==> config.mk <==
export PLATFORM = sky130hd
export DESIGN_NAME = rect_flip_decoder
export DESIGN_NICKNAME = d
export VERILOG_FILES = /design/src/rtl/rect_flip_decoder.sv
export SDC_FILE = /design/constraint.sdc
export NUM_CORES = 1
export LEC_CHECK = 0
export ABC_AREA = 1
export ABC_CLOCK_PERIOD_IN_PS = 7200
export CAP_MARGIN = 20
export CELL_PAD_IN_SITES_DETAIL_PLACEMENT = 1
export CELL_PAD_IN_SITES_GLOBAL_PLACEMENT = 1
export CORE_AREA = 8 8 154 156
export DETAILED_ROUTE_END_ITERATION = 10
export DIE_AREA = 0 0 162 164
export GPL_TIMING_DRIVEN = 0
export PLACE_DENSITY = 0.8
export SYNTH_ARGS = -nofsm -noshare
export SYNTH_HDL_FRONTEND = slang
export SYNTH_SLANG_ARGS = --single-unit
==> constraint.sdc <==
create_clock -name clk -period 7.2 [get_ports clk]
set_clock_uncertainty 0.1 [all_clocks]
set_input_delay 1.8 -clock clk [delete_from_list [all_inputs] [get_ports clk]]
set_output_delay 1.8 -clock clk [all_outputs]
set_load 0.05 [all_outputs]
==> src/rtl/rect_flip_decoder.sv <==
// rect_flip_decoder: inverse/checker for the rectangle corner-flip block.
// Registers m_orig ^ m_flip on start, scans one row per clock and recovers
// the rectangle (r1, r2, c1, c2) whose four corners were flipped, or reports
// the pair as not a legal single-rectangle flip (valid=0, coordinates 0).
// Optional feature macro: RECT_DEC_EARLY_ABORT_EN -- stop scanning on the
// first row that proves the difference illegal.
module rect_flip_decoder #(
  parameter  int ROWS = 8,
  parameter  int COLS = 8,
  localparam int RW   = $clog2(ROWS),
  localparam int CW   = $clog2(COLS),
  localparam int NW   = $clog2(ROWS*COLS+1)
) (
  input  logic                 clk,
  input  logic                 rst_n,
  input  logic                 start,
  input  logic [ROWS*COLS-1:0] m_orig,
  input  logic [ROWS*COLS-1:0] m_flip,
  output logic                 busy,
  output logic                 done,
  output logic                 valid,
  output logic [RW-1:0]        r1,
  output logic [RW-1:0]        r2,
  output logic [CW-1:0]        c1,
  output logic [CW-1:0]        c2,
  output logic [NW-1:0]        diff_count
);

  localparam int PW = $clog2(COLS+1);

  typedef enum logic [1:0] {IDLE, SCAN, DONE} state_t;

  state_t               state_q, state_d;
  logic [ROWS*COLS-1:0] diff_q;
  logic [RW-1:0]        row_q;
  logic [1:0]           found_q, found_d;
  logic                 err_q, err_d;
  logic [COLS-1:0]      row_bits;
  logic [PW-1:0]        p;
  logic [CW-1:0]        lo, hi;
  logic [NW-1:0]        count_d;
  logic [RW-1:0]        r1_d, r2_d;
  logic [CW-1:0]        c1_d, c2_d;
  logic                 last_row, valid_d;

  assign busy = (state_q != IDLE);
  assign done = (state_q == DONE);

  // Row statistics of the current scan row: popcount and lowest/highest set column.
  always_comb begin
    // NOTE: every combinational output gets a default first so no path leaves it unassigned (no latch).
    row_bits = diff_q[row_q*COLS +: COLS];
    p  = '0;
    lo = '0;
    hi = '0;
    for (int c = COLS-1; c >= 0; c--) begin
      if (row_bits[c]) lo = CW'(c);
    end
    for (int c = 0; c < COLS; c++) begin
      if (row_bits[c]) begin
        hi = CW'(c);
        p  = p + PW'(1);
      end
    end
  end

  // Scan bookkeeping and next-state decision.
  always_comb begin
    state_d  = state_q;
    found_d  = found_q;
    err_d    = err_q;
    r1_d     = r1;
    r2_d     = r2;
    c1_d     = c1;
    c2_d     = c2;
    count_d  = diff_count + NW'(p);
    last_row = (row_q == RW'(ROWS-1));

    if (p == PW'(2)) begin
      case (found_q)
        2'd0: begin
          r1_d    = row_q;
          c1_d    = lo;
          c2_d    = hi;
          found_d = 2'd1;
        end
        2'd1: begin
          if (lo == c1 && hi == c2) begin
            r2_d    = row_q;
            found_d = 2'd2;
          end else begin
            err_d = 1'b1;
          end
        end
        default: err_d = 1'b1;
      endcase
    end else if (p != '0) begin
      err_d = 1'b1;
    end

    valid_d = !err_d && (found_d == 2'd2) && (count_d == NW'(4));

    case (state_q)
      IDLE: if (start) state_d = SCAN;
      SCAN: begin
`ifdef RECT_DEC_EARLY_ABORT_EN
        if (last_row || err_d) state_d = DONE;
`else
        if (last_row) state_d = DONE;
`endif
      end
      DONE:    state_d = IDLE;
      default: state_d = IDLE;
    endcase
  end

  // State, scan registers and held results.
  always_ff @(posedge clk or negedge rst_n) begin
    if (!rst_n) begin
      // NOTE: the diff store is reset too: it is a plain register bank, not a RAM, and reset must leave no stale difference behind.
      state_q    <= IDLE;
      diff_q     <= '0;
      row_q      <= '0;
      found_q    <= '0;
      err_q      <= 1'b0;
      valid      <= 1'b0;
      r1         <= '0;
      r2         <= '0;
      c1         <= '0;
      c2         <= '0;
      diff_count <= '0;
    end else begin
      // NOTE: non-blocking everywhere here; a later assignment in the same branch overrides an earlier one.
      state_q <= state_d;
      case (state_q)
        IDLE: begin
          if (start) begin
            diff_q     <= m_orig ^ m_flip;
            row_q      <= '0;
            found_q    <= '0;
            err_q      <= 1'b0;
            valid      <= 1'b0;
            r1         <= '0;
            r2         <= '0;
            c1         <= '0;
            c2         <= '0;
            diff_count <= '0;
          end
        end
        SCAN: begin
          row_q      <= row_q + RW'(1);
          found_q    <= found_d;
          err_q      <= err_d;
          diff_count <= count_d;
          r1         <= r1_d;
          r2         <= r2_d;
          c1         <= c1_d;
          c2         <= c2_d;
          if (state_d == DONE) begin
            valid <= valid_d;
            if (!valid_d) begin
              r1 <= '0;
              r2 <= '0;
              c1 <= '0;
              c2 <= '0;
            end
          end
        end
        default: ;
      endcase
    end
  end

endmodule

== After elaboration in Yosys (flattened, before gate mapping) ==
Index checks and enable logic that the tools add are counted.
Widths: inputs -> output; s select.
Word-level totals
  register bits: 92
  bits of input ports: 131
  output and inout port bits: 22
Operators by class
  add/subtract/negate cells: 9
  equality and inequality tests: 12
  shift operators: 1
  mux-type cells: 64
  bitwise operators: 1
  reductions and logical operators: 12
Operator list (number)
  $mux 3: 32
  $shiftx 64x7->8: 1
  $xor 64x64->64: 1
  $pmux 3 s2: 5
  $add 4x1->4 const B: 7
  $mux 4: 7
  $pmux 7 s2: 1
  $pmux 2 s2: 3
  $mux 2: 5
  $add 7x4->7: 1
  $eq 7x3->1 const B: 1
  $mux 1: 7
  $mux 7: 1
  $eq 2x2->1 const B: 3
  $eq 3x3->1: 2
  $pmux 1 s2: 3
  $eq 2x1->1 const B: 2
  $eq 4x2->1 const B: 1
  $logic_not 2->1: 2
  $ne 2x2->1 const B: 2
  $reduce_and 2->1: 2
  $reduce_bool 2->1: 2
  $reduce_bool 4->1: 1
  $add 3x1->3 const B: 1
  other kinds (4): 6

== Depth between registers and ports, before layout ==
Gate-level depths: netlist of the first run.
  depth in word-level cells: 25
  mapped depth: 46

== Least setup slack after synthesis of the first run ==
OpenSTA, ideal clock, no wires.
  path type: register -> register
  start point: register row_q[0]
  end point: register r2[0]
  setup time: 65 ps
  data arrival time: 5992 ps
  data required time: 7035 ps
  slack: 1042 ps
  cell stages (with the launch flop): 45
  period minus slack after synthesis: 6158 ps
  cells stage by stage: dfrtp_1 buf_6 buf_6 buf_6 buf_6 nor2_2 nor2_1 o21ai_2 nand3_2 nand2_2 ha_1 inv_1 nand2_1 nand2_1 ha_1 nand2_1 nand2_1 ha_1 (+9 left out) nand2_1 ha_1 or2_2 o21ai_1 inv_1 ha_1 a21oi_1 o21bai_1 a21oi_1 nor2_1 xor2_1 nand4_1 nor2_2 nand3_2 nand2_2 buf_12 nand2_2 nand2_2
Between the ends
  cells in the longest elaborated chain, start to end: 25
RTL lines
  from (decl): RTL line 35  | logic [RW-1:0] row_q;
  from (signal assigned): RTL line 151  | row_q <= row_q + RW'(1);
  parallel branches: the longest is 23 deep, another holds $add 4x1->4
  $mux 3 *: RTL line 159  | if (state_d == DONE) begin
  $pmux 3 s2 *: RTL line 135  | case (state_q)
  to (signal assigned): RTL line 156  | r2 <= r2_d;
  to (decl): RTL line 23  | output logic [RW-1:0] r2,
Mark *: on every way between the ends.
A chain may end at the register's enable or synchronous reset.

== Final worst setup path of the first run ==
  start point: register row_q[1]
  end point: register c1[1]
Between the ends
  cells in the longest elaborated chain, start to end: 25
RTL lines
  parallel branches: the longest is 23 deep, another holds $add 4x1->4
  $mux 3 *: RTL line 159
  $pmux 3 s2 *: RTL line 135
  to (signal assigned): RTL line 145  | c1 <= '0;
  to (signal assigned): RTL line 157  | c1 <= c1_d;
  to (signal assigned): RTL line 164  | c1 <= '0;
  to (decl): RTL line 24  | output logic [CW-1:0] c1,
Marked as above.

==> summary.md, run 1 <==
| Metric | Value |
|---|---|
| Detail Placement HPWL | `16.5 mm` |
| Std cell rows | `54` |
| Ant. Diodes | `0` |
| CP peak stage delay | `450 ps` |
| Final core occ | `40.4%` |
| # IOs | `153` |
| #FFs+latches synth | `92` |
| WS Path Type | `reg2reg` |
| Fin crit share | `93.8%` |
| Critical path's slowest cell | `dfrtp_1` |
| Yosys top cell by area | `dfrtp_1` |
| Core Area | `0.0214 mm2` |
| Detail Route Antenna Nets | `0` |
| Drt first pass iters | `4` |
| Fillers | `2,618` |
| Unique cell type count in the Yosys netlist | `39` |
| Final Cell Area | `0.00862 mm2` |
| Fin nets | `1,149` |
| Synth Area in Compound Gates | `9.71%` |
| Setup violations, final | `0` |
| Post-synth top area share | `36.6%` |
| Worst path bufs/invs | `7` |
| Mux cell area share after synthesis | `0%` |
| Die area | `0.0266 mm2` |
| Worst r2r src | `row_q[1]` |
| Max Clock Freq | `148 MHz` |
| HP Class | `reg2reg` |
| Syn Std Cell Area | `0.00629 mm2` |
| Layout area overhead | `37.1%` |
| Synth top area cells | `dfrtp_1 (37%), nand2_1 (15%), xnor2_1 (8.9%)` |
| Area post-placement | `0.00819 mm2` |
| Via density | `4.68` |
| First-pass GRT wire length | `33.5 mm` |
| Starting DRT DRC Count | `278` |
| Most frequent cells in the layout | `nand2_1 (244), clkdlybuf4s50_1 (151), dfrtp_1 (92)` |
| Fin crit period | `6750 ps` |
| R2R Path End | `c1[1]` |
| CTS Buffer Depth | `2` |
| Final Hold Viols | `0` |
| Max Slew Vio Count | `0` |
| Synthesized area per cell | `7.52 um2` |
| Synth Instances | `836` |
| Hold Crit Start | `diff_q[13]` |
| Share of cells above drive strength 1 | `14.2%` |
| Max_cap viols | `0` |
| CTS tree | `yes` |
| Seq. cell area | `0.00230 mm2` |
| Largest family of logic cells by synthesized area | `simple AND/OR/NAND/NOR gates` |
| Delay-heaviest family, CP | `simple AND/OR/NAND/NOR gates` |
| GP Congestion | `0.838` |
| Arrival time worst endpoint | `6950 ps` |
| Reg2Reg Setup Slack | `450 ps` |
| Commonest non-fill, non-tap cell in the layout | `nand2_1` |
| Hold_buf cts | `0` |
| Clock-pin transition on the worst setup and hold timing paths | `70 ps` |
| Post-synth net total | `981` |
| Largest net degree at the start of global routing | `48` |
| # port buffers | `152` |
| CP startpoint kind | `register` |
| Crit path from | `row_q[1]` |
| Cell depth of the worst setup path | `40` |
| Critical path peak fanout | `10` |
| Die W | `162 um` |
| Synth Area in XOR/XNOR | `9.73%` |
| CTS H-Tree Depth | `3` |
| Status | `complete, no violations` |
| Vias | `6,029` |
| Starting Density | `29.5%` |
| Yosys warns | `0` |
| # DRC | `0` |
| Number of global-route vias before repair | `6,739` |
| TritonCTS Sinks | `92` |
| Grt total ovfl | `0` |
| Post-Route WL | `20.1 mm` |
| Max transition margin | `52.6%` |
| Worst EP required | `7390 ps` |
| Most used cell, CP | `nand2_1` |
| Area of the multi-input gates | `0.00350 mm2` |
| Clk root buf | `clkbuf_16` |
| Tot GR Track Use | `15.8%` |
| Drt wl/cell | `15.6 um` |
| CTS Buf Count | `9` |
| R2R depth | `40` |
| Seq/Total Area, Yosys | `36.6%` |
| Synth Area in Simple Gates | `32.3%` |
| Area share of fa/ha/maj cells after synthesis | `2.90%` |
| Worst Tran Pin Value | `712 ps` |
| Clk_lat worst skew | `350 ps` |
| Die H | `164 um` |
| End point of the critical path | `c1[1]` |
| Critical Path Sink Type | `register` |
| Initial antenna violation count | `0` |
-- layer usage --
layer	GRT usage [%]	vias to the layer above	wire length, um
met4	4.84	0	401
met1	18.1	2912	8480
li1	-	2964	-
met5	0	-	0
met3	3.86	27	1030
met2	28.4	126	10200
-- area by class of cell --
class                   count  area share, %
flip-flops and latches     92           26.7
inverters                  89           3.93
multi-input cells         624           40.6
repair buffers            159           18.6
clock inverters             3          0.798
plain buffers              29           2.26
well taps                 280           4.06
clock buffers              12           3.09
-- cells in the mapped netlist (all sizes together) --
library cell  number
a21oi              8
a22o               3
buf               15
clkbuf            16
clkinv             2
dfrtp             92
fa                 1
ha                13
inv               87
nand2            290
nand3             61
nand3b             4
nand4              6
nor2              62
nor4               1
o211ai             1
o21ai             96
o21bai             1
o22ai              4
or2                4
xnor2             64
xor2               5
-- flip-flops by register name, summed over array words and instances, names as in the netlist --
signal      cells
r2              3
r1              3
found_q         2
diff_q         64
c1              3
c2              3
row_q           3
state_q         2
diff_count      7
valid           1
err_q           1
-- tightest hold or removal path, cell delays in order, from the launching register on --
cell and delay, ps:
dfrtp_1 340, nand2_1 50, o21ai_0 60
-- kinds of logic (layout without fill, tap and decap cells) --
kind of cell / after synthesis / after routing
and+or+nand+nor: 428 / 428
xor gates and xnor gates: 69 / 69
buffers and inverters: 120 / 292
adders and majority gates: 14 / 14
DFF: 92 / 92
AOI/OAI and AO/OA: 113 / 113
-- metrics by stage --
step | setup TNS [ps] | hold slack (ps) | worst slack, ps | instances
global route | -40.6 | 410 | -16.3 | 1288
global placement | 0 | 367 | 83.8 | 1268
floorplan | 0 | 348 | 1040 | 836
detailed placement | -492 | 373 | -57.1 | 1269
finish | 0 | 385 | 446 | 1288
CTS | 0 | 389 | 21.1 | 1284
-- worst min-delay path by stage --
stage / end / slack (ps) / cells past startpoint
global route: diff_q[47] / 410 / 2
global placement: diff_q[5] / 370 / 2
CTS: diff_q[13] / 390 / 2
detailed placement: diff_q[13] / 370 / 2
floorplan: diff_q[25] / 350 / 2
finish: diff_q[13] / 390 / 2
-- repair_timing --
item | in CTS | in global routing
pin swaps | 1 | 9
setup endpoints to repair | 10 | 13
setup buffers | 0 | 6
resized for setup | 3 | 13
Power of run 1 is not shown: default switching activity piles up to over one toggle a cycle in this logic, so the estimate is an artifact.
==> inputs of run 2 (changes only) <==
--- a/config.mk
+++ b/config.mk
@@ -13,8 +13,10 @@
 export CORE_AREA = 8 8 154 156
 export DETAILED_ROUTE_END_ITERATION = 10
 export DIE_AREA = 0 0 162 164
+export GPL_ROUTABILITY_DRIVEN = 0
 export GPL_TIMING_DRIVEN = 0
 export PLACE_DENSITY = 0.8
+export RECOVER_POWER = 100
 export SYNTH_ARGS = -nofsm -noshare
 export SYNTH_HDL_FRONTEND = slang
 export SYNTH_SLANG_ARGS = --single-unit
==> run 2 against run 1 <==
The run now ends with max-capacitance violations, max-slew violations left. Worst setup slack lost 0.67 ps. Core utilization shrank 0.13 points. Fmax is essentially flat. Die area is the same. Critical path type unchanged.
==> summary.md, run 2 (synthesis results as in run 1) <==
| Metric | Value |
|---|---|
| Ant. Diodes | `0 (unchanged)` |
| Grt total ovfl | `0 (unchanged)` |
| Most frequent cells in the layout | `nand2_1 (244), clkdlybuf4s50_1 (128), dfrtp_1 (92) (was nand2_1 (244), clkdlybuf4s50_1 (151), dfrtp_1 (92))` |
| Fin nets | `1,149 (unchanged)` |
| Top Usage Layer GRT | `met2 (unchanged)` |
| Worst Tran Pin Value | `2760 ps (was 712 ps)` |
| Clock-pin transition on the worst setup and hold timing paths | `70 ps (about the same)` |
| Via density | `4.67 (was 4.68)` |
| # DRC | `0 (unchanged)` |
| Hold_buf cts | `0 (unchanged)` |
| Std cell rows | `54 (unchanged)` |
| Tot GR Track Use | `15.8% (unchanged)` |
| M3 GR Usage | `3.86% (unchanged)` |
| Max transition margin | `-84.3% (was 52.6%)` |
| Fin crit share | `93.8% (about the same)` |
| First-pass GRT wire length | `33.5 mm (unchanged)` |
| Number of flip-flops in the largest register | `64 (unchanged)` |
| Arrival time worst endpoint | `6950 ps (about the same)` |
| Area post-placement | `0.00819 mm2 (unchanged)` |
| Core Area | `0.0214 mm2 (unchanged)` |
| Detail Placement HPWL | `16.5 mm (unchanged)` |
| Vias | `6,021 (was 6,029)` |
| Status | `finished with violations (was complete, no violations)` |
| Most used cell, CP | `nand2_1 (unchanged)` |
| Die H | `164 um (unchanged)` |
| CP peak stage delay | `450 ps (about the same)` |
| Global Route met1 Usage | `18.1% (unchanged)` |
| Max_cap viols | `2 (was 0)` |
| CTS Buf Count | `9 (unchanged)` |
| Met2 usage | `28.4% (unchanged)` |
| CP startpoint kind | `register (unchanged)` |
| # port buffers | `152 (unchanged)` |
| Drt wl/cell | `15.6 um (about the same)` |
| CTS H-Tree Depth | `3 (unchanged)` |
| Worst EP required | `7390 ps (about the same)` |
| Starting DRT DRC Count | `272 (was 278)` |
| Max Slew Vio Count | `95 (was 0)` |
| WS Path Type | `reg2reg (unchanged)` |
| Max Clock Freq | `148 MHz (about the same)` |
| Crit path from | `row_q[1] (unchanged)` |
| Share of cells above drive strength 1 | `13.9% (was 14.2%)` |
| Number of global-route vias before repair | `6,739 (unchanged)` |
| Initial antenna violation count | `0 (unchanged)` |
| Post-Route WL | `20.1 mm (about the same)` |
| Final Hold Viols | `0 (unchanged)` |
| Largest net degree at the start of global routing | `48 (unchanged)` |
| Detail Route Antenna Nets | `0 (unchanged)` |
| Layout area overhead | `36.7% (was 37.1%)` |
| Die W | `162 um (unchanged)` |
| HP Class | `reg2reg (unchanged)` |
| Worst r2r src | `row_q[1] (unchanged)` |
| Critical Path Sink Type | `register (unchanged)` |
| Top reg by flops | `diff_q (unchanged)` |
| Final Cell Area | `0.00859 mm2 (was 0.00862 mm2)` |
| CTS Buffer Depth | `2 (unchanged)` |
| Critical path's slowest cell | `dfrtp_1 (unchanged)` |
| Commonest non-fill, non-tap cell in the layout | `nand2_1 (unchanged)` |
| Die area | `0.0266 mm2 (unchanged)` |
| Clk root buf | `clkbuf_16 (unchanged)` |
| Largest regs | `diff_q x64, diff_count x7 (unchanged)` |
| Failing checks | `max-capacitance violations, max-slew violations` |
| TritonCTS Sinks | `92 (unchanged)` |
| # IOs | `153 (unchanged)` |
| Setup violations, final | `0 (unchanged)` |
| CTS tree | `yes (unchanged)` |
| Clk_lat worst skew | `350 ps (about the same)` |
| Hold Crit Start | `diff_q[13] (unchanged)` |
| Critical path peak fanout | `10 (unchanged)` |
| Fin crit period | `6750 ps (about the same)` |
| Drt first pass iters | `4 (unchanged)` |
| Starting Density | `29.5% (unchanged)` |
run 2: timing repair:
| item | CTS | global route |
|---|---|---|
| endpoints found under the setup margin | 10 | 13 |
| cloned | 0 | 0 |
| pin swaps | 1 | 9 |
| setup buffers | 0 | 6 |
| gates resized for setup | 3 | 13 |
run 2: metal layers:
layer,vias to the layer above,part of all wire (%)
met1,2910,42
met2,120,51
met3,26,5.0
met4,0,1.9
met5,-,0
li1,2965,-
run 2: critical path: cells and delay by family, from the launching register on:
kind | cells | cell delay (ps)
XOR/XNOR | 1 | 190
AND/OR/NAND/NOR | 19 | 2300
flip-flops | 1 | 450
adder cells (fa/ha/maj) | 7 | 1970
buffers and inverters | 7 | 840
AO/OA/AOI/OAI | 6 | 860
run 2: final timing paths:
kind / endpoint / slack, ps / depth (start not counted)
worst max-delay path: c1[1] / 450 / 40
worst min register to register: diff_q[13] / 390 / 2
max in group asynchronous: diff_q[12] / 1450 / 2
worst max register to register: c1[1] / 450 / 40
worst min-delay path: diff_q[13] / 390 / 2
min in group asynchronous: diff_q[51] / 2230 / 1
run 2: final cells by class:
class | count | area (um2)
Clock buffer | 12 | 267
Fill cell | 2623 | 12800
Sequential cell | 92 | 2300
Inverter | 89 | 339
Tap cell | 280 | 350
Buffer | 29 | 194
Multi-Input combinational cell | 624 | 3500
Clock inverter | 3 | 68.8
Timing Repair Buffer | 159 | 1580
run 2: stage by stage:
step / util, % / hold WS, ps / setup TNS [ps] / setup slack (ps) / instances
floorplan: - / 348 / 0 / 1040 / 836
global placement: 38.2 / 367 / 0 / 83.8 / 1268
detailed placement: 38.3 / 373 / -492 / -57.1 / 1269
CTS: 40.0 / 389 / 0 / 21.1 / 1284
global route: 40.3 / 410 / -41.3 / -16.3 / 1288
finish: 40.3 / 385 / 0 / 445 / 1288
Power of run 2 is left out for the same reason.
==> inputs of run 3 (changes only) <==
==> constraint.sdc (replaced) <==
create_clock -name clk -period 7.2 [get_ports clk]
set_clock_uncertainty 0.1 [all_clocks]
set_input_delay 1.8 -clock clk [delete_from_list [all_inputs] [get_ports clk]]
set_output_delay 1.8 -clock clk [all_outputs]
set_load 0.01 [all_outputs]
==> results of run 3 <==
The final DEF is identical to that of run 2; final timing and power are the same.
Power of run 3 is left out for the same reason.
==> RTL edit 1, RTL diff (flow settings as in run 3) <==
Build with the macro `RECT_DEC_EARLY_ABORT_EN` defined.
--- a/src/rtl/rect_flip_decoder.sv
+++ b/src/rtl/rect_flip_decoder.sv
@@ -6,2 +6,4 @@
 // first row that proves the difference illegal.
+`define RECT_DEC_EARLY_ABORT_EN
+
 module rect_flip_decoder #(
Formal check against the unedited RTL: not equivalent (Yosys sat finds a counterexample within 4 cycles, from zero or initial values and one cycle with rst_n low).
==> RTL edit 1 against run 3 <==
  * The run still ends with capacitance limit, slew limit left
  * Routed wire length shrank 2.4%
  * Sequential cell count did not move
  * Worst setup slack improved by 0.060 ns
  * Final area fell by 2.1%
  * Fmax grew 0.89%
  * Synthesized area is 2.0% lower
  * Synthesized cell count increased by 1.7%
  * Critical path depth grew 2
  * Count of clock-buffer cells in the layout decreased by 3
  * Largest cell class unchanged
Power is not shown: default switching activity piles up to over one toggle a cycle in this logic, so the estimate is an artifact.
==> RTL edit 1: results <==
<?xml version="1.0" encoding="UTF-8"?>
<metrics>
  <group name="finish">
    <metric name="finish.cell_count_without_fillers" unit="">1300</metric>
    <metric name="final_layout_size_suffix_gt1_share" unit="%">8.235</metric>
    <metric name="sequential_cell_total" unit="">92</metric>
    <metric name="filler_cell_count" unit="">2644</metric>
    <metric name="non_clock_buffer_area_fraction_after_layout" unit="%">20.33</metric>
    <metric name="comb.multi_input.count" unit="">618</metric>
    <metric name="synthToLayoutAreaGrowth" unit="%">36.58</metric>
    <metric name="final_net_count" unit="">1161</metric>
    <metric name="sh_seq_area" unit="%">27.35</metric>
  </group>
  <group name="route">
    <metric name="drt_iter0_markers" unit="">240</metric>
    <metric name="dr_wl_met2" unit="um">10240</metric>
    <metric name="wl_met1" unit="um">8116</metric>
    <metric name="met3_length" unit="um">935</metric>
    <metric name="route.detailed.wl_per_inst" unit="um">15.09</metric>
  </group>
  <group name="status">
    <metric name="failed_checks" unit="">capacitance limit, slew limit</metric>
    <metric name="status" unit="">finished with violations</metric>
  </group>
  <group name="global_routing">
    <metric name="globalRouteTotalUtil" unit="%">15.24</metric>
    <metric name="global_route.usage.met2" unit="%">27.52</metric>
    <metric name="globalRouteMet3Util" unit="%">3.759</metric>
  </group>
  <group name="yosys">
    <metric name="seq_area_frac_synth" unit="%">37.35</metric>
    <metric name="fraction_of_the_mapped_netlist_area_in_compound_gates" unit="%">9.277</metric>
    <metric name="synth.avg_cell_area" unit="um^2">7.251</metric>
    <metric name="synth_commonest_cells" unit="">nand2_1 (281), inv_1 (104), dfrtp_1 (92)</metric>
    <metric name="yosys.area_share.adder" unit="%">2.964</metric>
    <metric name="post_synth_xor_xnor_area" unit="%">10.21</metric>
  </group>
  <group name="sta">
    <metric name="tightestPinTransition" unit="ns">3.508</metric>
    <metric name="slew_viol_final" unit="">95</metric>
  </group>
  <group name="place">
    <metric name="detailed_place.area" unit="um^2">8060</metric>
  </group>
  <group name="run">
    <metric name="maxCapViolCount" unit="">2</metric>
  </group>
</metrics>
==> RTL edit 1: cell types whose count changed in the layout (fill, tap and decap cells not counted), moves of 7 or more <==
cell     before  now
nand2_1     244  281
inv_1        75  104
nand2_2      38   15
nand3_1      42   56
nand3_2      17    8
inv_2        11    4
==> RTL edit 1: repair_timing <==
| item | CTS | global route |
|---|---|---|
| gates resized for setup | 0 | 8 |
| setup buffers | 0 | 2 |
| hold endpoints to repair | 0 | 0 |
| endpoints found under the setup margin | 0 | 13 |
==> RTL edit 1: final timing paths <==
kind                            start            end  slack [ns]  cells after the start
max                          row_q[0]          r1[2]        0.51                     42
min                        diff_q[63]     diff_q[63]        0.39                      2
max reg2reg                  row_q[0]          r1[2]        0.51                     42
min reg2reg                diff_q[63]     diff_q[63]        0.39                      2
max in group asynchronous       rst_n     diff_q[53]        1.29                      2
min in group asynchronous       rst_n  diff_count[6]        1.70                      1
==> RTL edit 2, RTL diff (flow settings as in run 3) <==
Without the edit above. Register the inputs `start`, `m_orig` and `m_flip` before use, without a reset. The logic sees them one clock later.
--- a/src/rtl/rect_flip_decoder.sv
+++ b/src/rtl/rect_flip_decoder.sv
@@ -31,2 +31,12 @@
   typedef enum logic [1:0] {IDLE, SCAN, DONE} state_t;
+
+  logic start_q;
+  logic [ROWS*COLS-1:0] m_orig_q;
+  logic [ROWS*COLS-1:0] m_flip_q;
+
+  always_ff @(posedge clk) begin
+    start_q  <= start;
+    m_orig_q <= m_orig;
+    m_flip_q <= m_flip;
+  end
 
@@ -103,3 +113,3 @@
     case (state_q)
-      IDLE: if (start) state_d = SCAN;
+      IDLE: if (start_q) state_d = SCAN;
       SCAN: begin
@@ -136,4 +146,4 @@
         IDLE: begin
-          if (start) begin
-            diff_q     <= m_orig ^ m_flip;
+          if (start_q) begin
+            diff_q     <= m_orig_q ^ m_flip_q;
             row_q      <= '0;
Function: changed (Yosys sat finds a counterexample within 4 cycles, from zero or initial values and one cycle with rst_n low).
==> RTL edit 2 against run 3 <==
  * Routed wire length is 20% higher
  * Final area is 36% higher
  * The flow still finishes with violations (capacitance limit, slew limit)
  * Synthesized area is 40% higher
  * Largest cell class is now sequential cells
  * Worst setup slack worse by 0.038 ns
  * Via count is 17% higher
  * Sequential cell count is 129 higher
Power is not shown: default switching activity piles up to over one toggle a cycle in this logic, so the estimate is an artifact.
==> RTL edit 2: results <==
<?xml version="1.0" encoding="UTF-8"?>
<metrics>
  <group name="global_routing">
    <metric name="number_of_global_route_vias_before_repair" unit="">7879</metric>
    <metric name="globalRouteTotalUtil" unit="%">18.50</metric>
    <metric name="grt_pass1_wl" unit="um">39740</metric>
    <metric name="grt_antenna_before_repair" unit="">6</metric>
    <metric name="grt_start_max_net_pins" unit="">50</metric>
  </group>
  <group name="route">
    <metric name="drt_iter0_markers" unit="">326</metric>
    <metric name="route.detailed.wl_per_inst" unit="um">16.34</metric>
    <metric name="post_drt_via_cell_ratio" unit="">4.760</metric>
  </group>
  <group name="place">
    <metric name="detailed_place.area" unit="um^2">10730</metric>
    <metric name="post-place-cells" unit="">1428</metric>
    <metric name="hpwl" unit="um">18270</metric>
  </group>
  <group name="yosys">
    <metric name="async_reset_ff_share" unit="%">41.63</metric>
    <metric name="ys_top_cells_by_area" unit="">dfxtp_1 (29%), dfrtp_1 (26%), nand2_1 (12%)</metric>
    <metric name="synth.avg_cell_area" unit="um^2">8.879</metric>
    <metric name="dominantRegCellSynth" unit="">dfxtp_1</metric>
    <metric name="synth_commonest_cells" unit="">nand2_1 (290), dfxtp_1 (129), dfrtp_1 (92)</metric>
    <metric name="synth_fp_nets" unit="">1140</metric>
    <metric name="synthDistinctLibCells" unit="">41</metric>
    <metric name="seq_area_frac_synth" unit="%">55.29</metric>
  </group>
  <group name="clocking">
    <metric name="clk_path_buf_depth" unit="">3</metric>
    <metric name="cts_max_level" unit="">1</metric>
    <metric name="cts.root.buffer_cell" unit="">clkbuf_16</metric>
    <metric name="cts_made_buffers" unit="">23</metric>
    <metric name="clock_latency" unit="ns">0.50</metric>
  </group>
  <group name="sta">
    <metric name="slew_viol_final" unit="">95</metric>
    <metric name="maxSlewHeadroom" unit="%">-75.59</metric>
  </group>
  <group name="worst_setup_path">
    <metric name="worst_path_largest_cell_delay" unit="ns">0.40</metric>
    <metric name="crit_path_max_fanout" unit="">10</metric>
    <metric name="worstPathArrival" unit="ns">7.13</metric>
  </group>
  <group name="run">
    <metric name="maxCapViolCount" unit="">2</metric>
  </group>
  <group name="status">
    <metric name="failed_checks" unit="">capacitance limit, slew limit</metric>
    <metric name="status" unit="">finished with violations</metric>
  </group>
  <group name="finish">
    <metric name="finish.cell_count_without_fillers" unit="">1482</metric>
    <metric name="filler_cell_count" unit="">2465</metric>
    <metric name="final_layout_size_suffix_gt1_share" unit="%">11.78</metric>
    <metric name="final_net_count" unit="">1326</metric>
    <metric name="largest_registers" unit="">diff_q (64), m_flip_q (64), m_orig_q (64)</metric>
  </group>
  <group name="min_path">
    <metric name="hold_class" unit="">register to register</metric>
  </group>
</metrics>
[RTL edit 2: cell types whose count changed after synthesis, sizes merged, moves of 5 or more]
| cell | change |
|---|---|
| dfxtp | +129 |
| inv | +10 |
| nand3 | +5 |
| nand2 | +36 |
| o21ai | -13 |
[RTL edit 2: logic make-up after synthesis]
| kind of cell | synth area share (%) |
|---|---|
| buf+inv | 6.401 |
| fa+ha+maj | 2.068 |
| flops | 55.29 |
| xor+xnor | 7.053 |
| simple gates | 23.33 |
| compound gates | 5.863 |
[RTL edit 2: final timing paths]
kind                            start          to  slack, ns  depth (start not counted)
max                          row_q[0]       c2[2]       0.41                         43
min                        diff_q[21]  diff_q[21]       0.38                          2
max reg2reg                  row_q[0]       c2[2]       0.41                         43
min reg2reg                diff_q[21]  diff_q[21]       0.38                          2
max in group asynchronous       rst_n  diff_q[31]       1.57                          2
min in group asynchronous       rst_n       c2[0]       1.98                          1
[RTL edit 2: critical path, delay by kind of cell (launching register included)]
kind	cells	cell delay [ns]
XOR/XNOR	1	0.17
AND/OR/NAND/NOR	22	2.61
buffers and inverters	9	1.03
adder cells (fa/ha/maj)	7	1.92
flip-flops	1	0.40
AO/OA/AOI/OAI	4	0.50
[RTL edit 2: timing repair]
item,4_1_cts,5_1_grt
pin swaps,4,7
hold buffers,0,0
resized for setup,6,19
endpoints found under the setup margin,11,13
cloned,1,0
setup buffers,4,4
[RTL edit 2: per-stage QoR]
stage	hold WS, ns	util [%]	setup WS (ns)
2_1_floorplan	0.3530	-	0.9686
3_3_place_gp	0.3663	50.15	0.1481
3_5_place_dp	0.3740	50.26	-0.1423
4_1_cts	0.3892	54.18	0.009917
5_1_grt	0.4067	54.58	-0.03424
6_report	0.3849	54.58	0.4073
[RTL edit 2: per-layer routing]
| layer | part of all wire (%) | global-route usage, % | up-vias |
|---|---|---|---|
| li1 | - | - | 3464 |
| met1 | 41 | 21.15 | 3399 |
| met2 | 52 | 34.27 | 146 |
| met3 | 4.7 | 3.684 | 42 |
| met4 | 2.2 | 5.471 | 4 |
| met5 | 0.091 | 0 | - |
[RTL edit 2: area by class of cell]
type / count / area, um^2 / share of cell area (%)
clock inverters: 4 / 20.02 / 0.1718
clock buffers: 37 / 740.7 / 6.356
well taps: 280 / 350.3 / 3.006
inverters: 98 / 375.4 / 3.221
diodes: 5 / 12.51 / 0.1074
repair buffers: 162 / 1612 / 13.83
multi-input cells: 646 / 3461 / 29.70
plain buffers: 29 / 197.7 / 1.696
flip-flops and latches: 221 / 4885 / 41.92
